**config.mk**
```make
export PLATFORM = sky130hd
export DESIGN_NAME = muldiv_unit_flat
export DESIGN_NICKNAME = d
export VERILOG_FILES = /design/src/rtl/mips_pkg.sv /design/src/rtl/muldiv_unit_if.sv /design/src/rtl/muldiv_unit_abs_neg.sv /design/src/rtl/muldiv_unit.sv /design/src/flat_wrapper.sv
export SDC_FILE = /design/constraint.sdc
export NUM_CORES = 1
export LEC_CHECK = 0
export ABC_CLOCK_PERIOD_IN_PS = 5800
export BUFFER_PORTS_ARGS = -buffer_cell sky130_fd_sc_hd__buf_4
export CAP_MARGIN = 20
export CORE_MARGIN = 3
export CORE_UTILIZATION = 50
export DETAILED_ROUTE_END_ITERATION = 8
export GPL_ROUTABILITY_DRIVEN = 0
export PLACE_DENSITY = 0.71
export REMOVE_ABC_BUFFERS = 1
export SYNTH_ARGS = -nofsm -noshare
export SYNTH_HDL_FRONTEND = slang
export SYNTH_SLANG_ARGS = --single-unit
```
**constraint.sdc**
```tcl
create_clock -name clk -period 5.8 [get_ports clk]
set_input_delay 0 -clock clk [delete_from_list [all_inputs] [get_ports clk]]
set_output_delay 0 -clock clk [all_outputs]
set_load 0.01 [all_outputs]
```
**src/rtl/mips_pkg.sv**
```systemverilog
// Shared MIPS core definitions used by the multiply/divide unit:
// operation and state encodings plus the iteration count.
package mips_pkg;

    typedef enum logic [2:0] {
        OP_MULT  = 3'd0,
        OP_MULTU = 3'd1,
        OP_DIV   = 3'd2,
        OP_DIVU  = 3'd3,
        OP_MTHI  = 3'd4,
        OP_MTLO  = 3'd5,
        OP_NOP6  = 3'd6,
        OP_NOP7  = 3'd7
    } mdu_op_t;

    typedef enum logic [1:0] {
        ST_IDLE = 2'd0,
        ST_CALC = 2'd1,
        ST_FIX  = 2'd2
    } mdu_state_t;

    localparam int MDU_ITERS = 32;

endpackage

```
**src/rtl/muldiv_unit_if.sv**
```systemverilog
// Request/response bundle between the register-file read stage and the
// multiply/divide unit that owns HI/LO.
interface muldiv_unit_if #(parameter int XLEN = 32);
    import mips_pkg::*;

    logic            start;
    mdu_op_t         op;
    logic [XLEN-1:0] a;
    logic [XLEN-1:0] b;
    logic            busy;
    logic            done;
    logic [XLEN-1:0] hi;
    logic [XLEN-1:0] lo;

    modport master (output start, op, a, b, input busy, done, hi, lo);
    modport slave  (input start, op, a, b, output busy, done, hi, lo);
endinterface

```
**src/rtl/muldiv_unit_abs_neg.sv**
```systemverilog
// Conditional two's-complement negate; with i_negate tied to the sign bit
// it doubles as an absolute-value stage.
module mdu_abs_neg #(
    parameter int WIDTH = 32
) (
    input  logic [WIDTH-1:0] i_value,
    input  logic             i_negate,
    output logic [WIDTH-1:0] o_value
);
    assign o_value = i_negate ? (~i_value + 1'b1) : i_value;
endmodule

```
**src/rtl/muldiv_unit.sv**
```systemverilog
// Iterative 32-step shift-add multiplier / restoring divider owning HI/LO.
// Operands are conditioned to magnitudes up front and sign-fixed in FIX.
module muldiv_unit
    import mips_pkg::*;
#(
    parameter int XLEN = 32
) (
    input  logic        clk,
    input  logic        rst,
    muldiv_unit_if.slave bus
);
    mdu_state_t        r_state;
    logic [4:0]        r_count;
    logic              r_isDiv;
    logic              r_negRes;
    logic              r_negRem;
    logic              r_divZero;
    logic              r_busy;
    logic              r_done;
    logic [XLEN-1:0]   r_hi;
    logic [XLEN-1:0]   r_lo;
    logic [XLEN-1:0]   r_aRaw;
    logic [XLEN-1:0]   r_mcand;
    logic [2*XLEN-1:0] r_product;

    logic              w_signedOp;
    logic              w_isDivOp;
    logic              w_negA;
    logic              w_negB;
    logic [XLEN-1:0]   w_absA;
    logic [XLEN-1:0]   w_absB;
    logic [XLEN:0]     w_addHi;
    logic [XLEN:0]     w_remShift;
    logic              w_remGe;
    logic [XLEN-1:0]   w_remDiff;
    logic [2*XLEN-1:0] w_fixProd;
    logic [XLEN-1:0]   w_fixQuo;
    logic [XLEN-1:0]   w_fixRem;

    assign w_signedOp = (bus.op == OP_MULT) || (bus.op == OP_DIV);
    assign w_isDivOp  = (bus.op == OP_DIV)  || (bus.op == OP_DIVU);
    assign w_negA     = w_signedOp & bus.a[XLEN-1];
    assign w_negB     = w_signedOp & bus.b[XLEN-1];

    mdu_abs_neg #(.WIDTH(XLEN)) u_absA (.i_value(bus.a), .i_negate(w_negA), .o_value(w_absA));
    mdu_abs_neg #(.WIDTH(XLEN)) u_absB (.i_value(bus.b), .i_negate(w_negB), .o_value(w_absB));

    // Multiply step adds into the upper half with carry; divide step shifts
    // the next dividend bit into the partial remainder and trial-subtracts.
    assign w_addHi    = {1'b0, r_product[2*XLEN-1:XLEN]} + (r_product[0] ? {1'b0, r_mcand} : {(XLEN+1){1'b0}});
    assign w_remShift = {r_product[2*XLEN-1:XLEN], r_product[XLEN-1]};
    assign w_remGe    = w_remShift >= {1'b0, r_mcand};
    assign w_remDiff  = w_remShift[XLEN-1:0] - r_mcand;

    mdu_abs_neg #(.WIDTH(2*XLEN)) u_fixProd (.i_value(r_product), .i_negate(r_negRes), .o_value(w_fixProd));
    mdu_abs_neg #(.WIDTH(XLEN)) u_fixQuo (.i_value(r_product[XLEN-1:0]), .i_negate(r_negRes), .o_value(w_fixQuo));
    mdu_abs_neg #(.WIDTH(XLEN)) u_fixRem (.i_value(r_product[2*XLEN-1:XLEN]), .i_negate(r_negRem), .o_value(w_fixRem));

    always_ff @(posedge clk or posedge rst) begin
        if (rst) begin
            r_state   <= ST_IDLE;
            r_count   <= 5'd0;
            r_isDiv   <= 1'b0;
            r_negRes  <= 1'b0;
            r_negRem  <= 1'b0;
            r_divZero <= 1'b0;
            r_busy    <= 1'b0;
            r_done    <= 1'b0;
            r_hi      <= '0;
            r_lo      <= '0;
            r_aRaw    <= '0;
            r_mcand   <= '0;
            r_product <= '0;
        end else begin
            case (r_state)
                ST_IDLE: begin
                    r_done <= 1'b0;
                    if (bus.start) begin
                        case (bus.op)
                            OP_MTHI: r_hi <= bus.a;
                            OP_MTLO: r_lo <= bus.a;
                            OP_MULT, OP_MULTU, OP_DIV, OP_DIVU: begin
                                r_isDiv   <= w_isDivOp;
                                r_negRes  <= w_negA ^ w_negB;
                                r_negRem  <= w_negA;
                                r_divZero <= w_isDivOp && (bus.b == '0);
                                r_aRaw    <= bus.a;
                                r_mcand   <= w_isDivOp ? w_absB : w_absA;
                                r_product <= {{XLEN{1'b0}}, (w_isDivOp ? w_absA : w_absB)};
                                r_count   <= 5'd0;
                                r_busy    <= 1'b1;
                                r_state   <= ST_CALC;
                            end
                            default: ;
                        endcase
                    end
                end
                ST_CALC: begin
                    if (r_isDiv)
                        r_product <= {(w_remGe ? w_remDiff : w_remShift[XLEN-1:0]),
                                      r_product[XLEN-2:0], w_remGe};
                    else
                        r_product <= {w_addHi, r_product[XLEN-1:1]};
                    r_count <= r_count + 5'd1;
                    if (r_count == 5'(MDU_ITERS - 1))
                        r_state <= ST_FIX;
                end
                ST_FIX: begin
                    if (!r_isDiv) begin
                        {r_hi, r_lo} <= w_fixProd;
                    end else if (r_divZero) begin
                        r_hi <= r_aRaw;
                        r_lo <= '1;
                    end else begin
                        r_hi <= w_fixRem;
                        r_lo <= w_fixQuo;
                    end
                    r_busy  <= 1'b0;
                    r_done  <= 1'b1;
                    r_state <= ST_IDLE;
                end
                default: r_state <= ST_IDLE;
            endcase
        end
    end

    assign bus.busy = r_busy;
    assign bus.done = r_done;
    assign bus.hi   = r_hi;
    assign bus.lo   = r_lo;
endmodule

```
**src/flat_wrapper.sv**
```systemverilog
// flat-port wrapper written by rule: the top's interface ports become plain ports
module muldiv_unit_flat import mips_pkg::*;
#(
    parameter int XLEN = 32
)
  (clk, rst, bus_start, bus_op, bus_a, bus_b, bus_busy, bus_done, bus_hi, bus_lo);
  muldiv_unit_if #(.XLEN(XLEN)) bus_i ();
  input  logic clk;
  input  logic rst;
  input wire logic [$bits(bus_i.start)-1:0] bus_start;
  input wire logic [$bits(bus_i.op)-1:0] bus_op;
  input wire logic [$bits(bus_i.a)-1:0] bus_a;
  input wire logic [$bits(bus_i.b)-1:0] bus_b;
  output wire logic [$bits(bus_i.busy)-1:0] bus_busy;
  output wire logic [$bits(bus_i.done)-1:0] bus_done;
  output wire logic [$bits(bus_i.hi)-1:0] bus_hi;
  output wire logic [$bits(bus_i.lo)-1:0] bus_lo;
  assign bus_i.start = bus_start;
  assign bus_i.op = bus_op;
  assign bus_i.a = bus_a;
  assign bus_i.b = bus_b;
  assign bus_busy = bus_i.busy;
  assign bus_done = bus_i.done;
  assign bus_hi = bus_i.hi;
  assign bus_lo = bus_i.lo;
  muldiv_unit #(.XLEN(XLEN)) u_core (.clk(clk), .rst(rst), .bus(bus_i));
endmodule
```
==> summary.txt, run 1 <==
STA
  • RSZ-0062 raised after global routing: false
  • Worst hold margin: 0.08558 ns
  • Final Cycle Share: 70.83%
  • Setup Skew: 0.02371 ns
  • Minimum clock period: 4.108 ns
  • Relative slew slack: 25.38%
  • PnR worst setup slack: 1.692 ns
  • Setup tns final: 0 ns
  • Final Hold Vio Count: 0
  • F_max: 243.4 MHz
  • Final setup vio count: 0
  • Worst-Margin Slew: 1.118 ns
  • Slew Viols, Final: 0

Global route
  • First-pass GRT wire length: 92850 um
  • Gr usage total: 32.28%
  • Global route overflow: 0
  • Met3 Resource Use GR: 4.670%
  • Most Crowded Layer GR: met2
  • Initial antenna violation count: 0
  • Vias in the first global route: 16430
  • Pin count of the biggest net entering global routing: 82
  • Global routing usage on met2: 49.85%
  • M1 GR Usage: 45.20%

Power and ir drop
  • Static leakage: 8.325 nW
  • Sw Pwr: 5.895 mW
  • Sequential power share: 24.9%
  • Comb pwr share: 61.7%
  • Max VDD drop: 0.3837 mV
  • PwrDens: 610.9 nW/um2
  • Clk network pwr share: 13.4%
  • Pint: 5.989 mW
  • Power after layout: 11.88 mW
  • Sw Ratio: 49.61%

Flow run
  • Max-cap violations: 0

Min path
  • Type of the worst min-delay path: in2async

Drt
  • Detail Route Antenna Nets: 0
  • Pre-antenna DRT Iters: 6
  • Drt total wl: 59490 um
  • Iter 0 DRT Violations: 2334
  • Number of remaining DRC errors: 0
  • Post-DR wirelength/cell: 21.75 um
  • Vias per cell: 6.482
  • Routed vias: 17730

Clocking
  • Clk slew on worst S/H paths: 0.06 ns
  • CTS root buf: clkbuf_16
  • CTS resizes: 0
  • Clock tree buffer depth: 3
  • CTS sink cnt: 205
  • H-Tree Level Count: 1
  • Worst-Skew Late Latency: 0.53 ns
  • Setup Buffers After CTS: 0
  • CTS tree: done
  • Num CTS Buffers: 25
  • Hold_buf cts: 70

Synthesis
  • Main synth FF type: dfrtp_1
  • Synth async-reset ratio: 100.0%
  • Synth Warn #: 0
  • Top cell type's share of synthesized area: 30.75%
  • Netlist cell types: 78
  • Sequential-to-total area share from yosys stat: 30.75%
  • #FFs+latches synth: 205
  • Leading area contributor after synthesis: dfrtp_1
  • Synth top area cells: dfrtp_1 (31%), nand2_1 (7.6%), o21ai_0 (6.1%)
  • Post-synth EDFFs: 0
  • Synth Instances: 2170
  • Avg Cell Area, Syn: 7.689 um2
  • Mapped Area: 16680 um2

Critical path
  • Kind of start point of the critical path: flip-flop
  • Reg2reg path depth: 13
  • FF-to-FF End: u_core.r_product[58]$_DFFE_PP0P_
  • Critical Path End Type: flip-flop
  • Critical Path Max Stage Delay: 0.64 ns
  • Worst R2R Start: u_core.r_product[31]$_DFFE_PP0P_
  • Critical path cell sequence: inv_1 -> ha_1 -> inv_1 -> fa_1 -> a21o_1 -> a221oi_1 -> nor4_1 -> or3_1 -> o31ai_1 -> o41ai_1 -> o21ai_0 -> mux2_2 -> o21ai_0
  • Kind of critical path: reg2reg
  • Kind of cell adding the most delay to the critical path: compound AO/OA/AOI/OAI gates
  • Worst path slowest cell: a221oi_1
  • Worst path bufs/invs: 2
  • Arrival @ worst endpoint: 4.56 ns
  • Crit path max fanout: 7
  • WP data required: 6.25 ns
  • R2r setup slk: 1.69 ns

Layout
  • Utilization after layout: 59.49%
  • Layout cell share with drive strength beyond 1: 10.12%
  • Final #Nets: 2418
  • Final instance area: 19450 um2
  • Fillers: 2972
  • Non-filler cells, final: 2735
  • Area grow syn2layout: 16.59%

Placed design
  • Dpl cells: 2619
  • Dpl hpwl: 42280 um
  • Port-buffer cells: 135
  • Placed Area: 17910 um2
  • Pre-CTS setup slack: 1.651 ns

Floorplanning
  • Die H: 188.7 um
  • Num rows: 66
  • Core ar.: 32700 um2
  • Die Area: 35600 um2
  • Initial Util: 51.02%
  • Die W: 188.7 um
  • I/O Pins: 136

Outcome
  • Status: finished, final reports clean
[power by group through the flow]
| stage | logic (mW) | clock network (mW) | registers [mW] |
|---|---|---|---|
| floorplan | 5.11 | 0 | 2.77 |
| global placement | 6.96 | 0 | 2.91 |
| detailed placement | 7.12 | 0 | 2.93 |
| CTS | 7.20 | 1.60 | 2.91 |
| global route | 8.09 | 1.66 | 3.02 |
| finish | 7.33 | 1.59 | 2.96 |
[worst min-delay path, delay by kind of cell]
kind | cells | cell delay, ns
buffers and inverters | 3 | 1.08
[worst max-delay path by stage]
stage                                  endpoint  cells after the start  slack, ns                        startpoint
4_1_cts        u_core.r_product[63]$_DFFE_PP0P_                     12       1.67   u_core.r_product[0]$_DFFE_PP0P_
5_1_grt        u_core.r_product[58]$_DFFE_PP0P_                     13       1.43  u_core.r_product[31]$_DFFE_PP0P_
3_3_place_gp   u_core.r_product[63]$_DFFE_PP0P_                     12       1.76   u_core.r_product[0]$_DFFE_PP0P_
2_1_floorplan     u_core.r_mcand[5]$_DFFE_PP0P_                      6      -1.24     u_core.r_state[0]$_DFFE_PP0P_
3_5_place_dp   u_core.r_product[63]$_DFFE_PP0P_                     12       1.65   u_core.r_product[0]$_DFFE_PP0P_
6_report       u_core.r_product[58]$_DFFE_PP0P_                     13       1.69  u_core.r_product[31]$_DFFE_PP0P_
[layout make-up]
type                       instances  area [um2]  area share (%)
antenna                            1       2.502         0.01286
clock buffer                      33       715.7           3.679
clock inverter                    10       102.6          0.5274
inverter                          64       247.7           1.274
multi-input combinational       1750       10790           55.46
sequential                       205        5131           26.38
tap                              442       553.0           2.843
timing repair buffer             230        1912           9.828
[placed cells by master (no fill, tap or decap), types with 14 or more instances in the layout]
| cell type | instances |
|---|---|
| a21o_1 | 33 |
| a21oi_1 | 178 |
| a22oi_1 | 30 |
| a31oi_1 | 29 |
| a32oi_1 | 40 |
| buf_4 | 158 |
| clkbuf_16 | 25 |
| dfrtp_1 | 204 |
| dlygate4sd3_1 | 70 |
| ha_1 | 70 |
| inv_1 | 62 |
| mux2i_1 | 45 |
| nand2_1 | 336 |
| nand2b_1 | 17 |
| nand3_1 | 30 |
| nor2_1 | 204 |
| nor2b_1 | 17 |
| nor3_1 | 32 |
| nor4_1 | 25 |
| o211ai_1 | 22 |
| o21ai_0 | 202 |
| o221ai_1 | 17 |
| o31ai_1 | 22 |
| o41ai_1 | 14 |
| or3_1 | 17 |
| xnor2_1 | 72 |
| xor2_1 | 96 |
[kinds of logic (layout without fill, tap and decap cells)]
group                      Yosys count  count (layout)  share of synthesized area, %
and+or+nand+nor                    767             767                         20.63
AOI/OAI and AO/OA                  695             695                         26.45
buffers and inverters              215             337                         4.964
DFF                                205             205                         30.75
xor gates and xnor gates           168             168                         8.819
adders and majority gates           72              72                         5.489
muxes                               48              48                         2.902
other                                0               1                             0
[per-layer routing]
layer | vias up | part of all wire (%)
met5 | - | 0
met3 | 188 | 9.8
li1 | 8015 | -
met2 | 1092 | 44
met1 | 8432 | 41
met4 | 0 | 5.5
[state kept, by name (all words and copies together) (netlist names)]
| name | count |
|---|---|
| u_core.r_product | 64 |
| u_core.bus.hi | 32 |
| u_core.bus.lo | 32 |
| u_core.r_aRaw | 32 |
| u_core.r_mcand | 32 |
| u_core.r_count | 5 |
| u_core.r_state | 2 |
| u_core.bus.busy | 1 |
| u_core.bus.done | 1 |
| u_core.r_divZero | 1 |
| u_core.r_isDiv | 1 |
| u_core.r_negRem | 1 |
| u_core.r_negRes | 1 |
[cell usage after synthesis (31+ instances only)]
| cell | count |
|---|---|
| nand2_1 | 339 |
| nor2_1 | 209 |
| dfrtp_1 | 205 |
| o21ai_0 | 203 |
| a21oi_1 | 178 |
| clkbuf_1 | 130 |
| xor2_1 | 96 |
| xnor2_1 | 72 |
| ha_1 | 70 |
| inv_1 | 63 |
| mux2i_1 | 45 |
| a32oi_1 | 40 |
| a21o_1 | 33 |
| nor3_1 | 32 |
| nand3_1 | 31 |
No activity file was read; power rests on OpenSTA's default activity.
==> run 2: changes to the inputs <==
--- a/config.mk
+++ b/config.mk
@@ -5,7 +5,7 @@
 export SDC_FILE = /design/constraint.sdc
 export NUM_CORES = 1
 export LEC_CHECK = 0
-export ABC_CLOCK_PERIOD_IN_PS = 5800
+export ABC_CLOCK_PERIOD_IN_PS = 3700
 export BUFFER_PORTS_ARGS = -buffer_cell sky130_fd_sc_hd__buf_4
 export CAP_MARGIN = 20
 export CORE_MARGIN = 3
==> constraint.sdc (replaced) <==
create_clock -name clk -period 3.7 [get_ports clk]
set_input_delay 0 -clock clk [delete_from_list [all_inputs] [get_ports clk]]
set_output_delay 0 -clock clk [all_outputs]
set_load 0.01 [all_outputs]
==> summary.txt, run 2 (synthesis gave the netlist of run 1 again) <==
Drt
  • Routed vias: 18250
  • Number of remaining DRC errors: 0
  • Detail Route Antenna Nets: 0
  • Iter 0 DRT Violations: 2240
  • Drt total wl: 61810 um
  • Post-DR wirelength/cell: 22.02 um
  • Vias per cell: 6.500
  • Pre-antenna DRT Iters: 6

Layout
  • Final #Nets: 2494
  • Final instance area: 20040 um2
  • Max FFs per register: 64
  • Diode count: 0
  • Area grow syn2layout: 20.11%
  • Fillers: 2886
  • Commonest non-fill, non-tap cells in the layout: nand2_1 (336), buf_4 (228), nor2_1 (204), dfrtp_1 (203), o21ai_0 (202)
  • Most common cell after layout, fill and taps aside: nand2_1
  • Layout cell share with drive strength beyond 1: 12.85%
  • Utilization after layout: 61.28%
  • Top reg by flops: u_core.r_product

Critical path
  • Kind of critical path: reg2reg
  • Reg2reg path depth: 8
  • Crit path from: u_core.r_product[10]$_DFFE_PP0P_
  • WP data required: 4.13 ns
  • Kind of start point of the critical path: flip-flop
  • Crit path max fanout: 8
  • R2r setup slk: 0.06 ns
  • FF-to-FF End: u_core.bus.hi[27]$_DFFE_PP0P_
  • Critical Path End Type: flip-flop
  • Arrival @ worst endpoint: 4.07 ns
  • Worst R2R Start: u_core.r_product[10]$_DFFE_PP0P_

STA
  • Setup Skew: 0.02361 ns
  • Final setup vio count: 0
  • Worst-Margin Slew: 1.014 ns
  • F_max: 274.4 MHz
  • Final Cycle Share: 98.49%
  • Final Hold Vio Count: 0
  • Worst hold margin: 0.2117 ns
  • Minimum clock period: 3.644 ns
  • Relative slew slack: 32.29%
  • Slew Viols, Final: 0
  • RSZ-0062 raised after global routing: false

Floorplanning
  • I/O Pins: 136
  • Initial Util: 51.02%
  • Die W: 188.7 um
  • Die H: 188.7 um
  • Core ar.: 32700 um2
  • Num rows: 66
  • Die Area: 35600 um2

Power and ir drop
  • Power after layout: 19.39 mW
  • Comb pwr share: 65.2%
  • Sw Pwr: 9.523 mW
  • Sequential power share: 22.2%
  • Clk network pwr share: 12.6%
  • Static leakage: 8.676 nW
  • Sw Ratio: 49.11%
  • Max VDD drop: 0.4540 mV
  • PwrDens: 967.7 nW/um2
  • Pint: 9.869 mW

Min path
  • Type of the worst min-delay path: in2async

Clocking
  • CTS tree: done
  • CTS root buf: clkbuf_16
  • Num CTS Buffers: 25
  • CTS sink cnt: 205
  • Worst-Skew Late Latency: 0.55 ns
  • H-Tree Level Count: 1
  • Clock tree buffer depth: 3
  • Clk slew on worst S/H paths: 0.06 ns

Global route
  • Pin count of the biggest net entering global routing: 132
  • Vias in the first global route: 17100
  • Global route overflow: 0
  • Gr usage total: 33.33%
  • Initial antenna violation count: 0
  • First-pass GRT wire length: 95340 um

Placed design
  • Dpl hpwl: 44070 um
  • Placed Area: 18420 um2
  • Port-buffer cells: 135

Flow run
  • Max-cap violations: 0

Outcome
  • Status: finished, final reports clean
[run 2: changes by cell type in the layout (fill, tap and decap cells not counted), sizes merged]
cell         before  now
buf             159  230
dlygate4sd3      70   75
diode             1    0
clkinv            8    3
clkinvlp          1    2
bufinv            2    1
clkbuf           34   36
[run 2: repair_timing]
| action | CTS | global route |
|---|---|---|
| hold buffers | 75 | 0 |
| hold endpoints to repair | 279 | 0 |
| endpoints found under the setup margin | 0 | 21 |
| setup buffers | 0 | 5 |
| gates resized for setup | 0 | 11 |
[run 2: layout make-up]
cell class	count	area, um2	area share [%]
multi-input cells	1750	10820	53.99
flip-flops and latches	205	5132	25.61
repair buffers	305	2502	12.49
clock buffers	36	726.9	3.627
well taps	442	553.0	2.760
inverters	64	251.5	1.255
clock inverters	4	48.80	0.2435
repair inverters	1	5.005	0.02497
[run 2: power by group through the flow]
stage               clock, mW  combinational, mW  sequential (mW)
finish                   2.44               12.6             4.31
global route             2.53               13.8             4.40
CTS                      2.44               12.2             4.24
detailed placement          0               12.1             4.26
global placement            0               11.9             4.24
floorplan                   0               7.91             4.34
[run 2: how the worst max path moves through the flow]
| stage | slack (ns) | endpoint |
|---|---|---|
| floorplan | -3.34 | u_core.r_mcand[5]$_DFFE_PP0P_ |
| global placement | 0.09 | u_core.bus.hi[3]$_DFFE_PP0P_ |
| detailed placement | 0.08 | u_core.bus.hi[3]$_DFFE_PP0P_ |
| CTS | 0.05 | u_core.bus.hi[3]$_DFFE_PP0P_ |
| global route | 0.02 | u_core.bus.hi[3]$_DFFE_PP0P_ |
| finish | 0.06 | u_core.bus.hi[27]$_DFFE_PP0P_ |
[run 2: per-layer routing]
layer | track usage [%] | up-vias | routed length [um]
li1 | - | 8172 | -
met1 | 45.12 | 8691 | 25060
met2 | 50.62 | 1181 | 26600
met3 | 6.121 | 201 | 6274
met4 | 18.05 | 0 | 3884
met5 | 0 | - | 0
[run 2: critical path, stage by stage, from the launching register on]
cell	delay (ns)
dfrtp_1	0.47
or4_4	0.59
or4_4	0.46
or4_1	0.72
nor2_1	0.36
nand2_1	0.10
o21ai_0	0.42
xor2_1	0.13
a221oi_1	0.27
[run 2: metrics by stage]
step | std cells | worst slack [ns] | setup TNS (ns)
after floorplan | 2019 | -3.337 | -603.86
after global placement | 2685 | 0.08813 | 0
after detailed placement | 2686 | 0.08025 | 0
after CTS | 2801 | 0.05084 | 0
after global routing | 2807 | 0.01679 | 0
final | 2807 | 0.05601 | 0
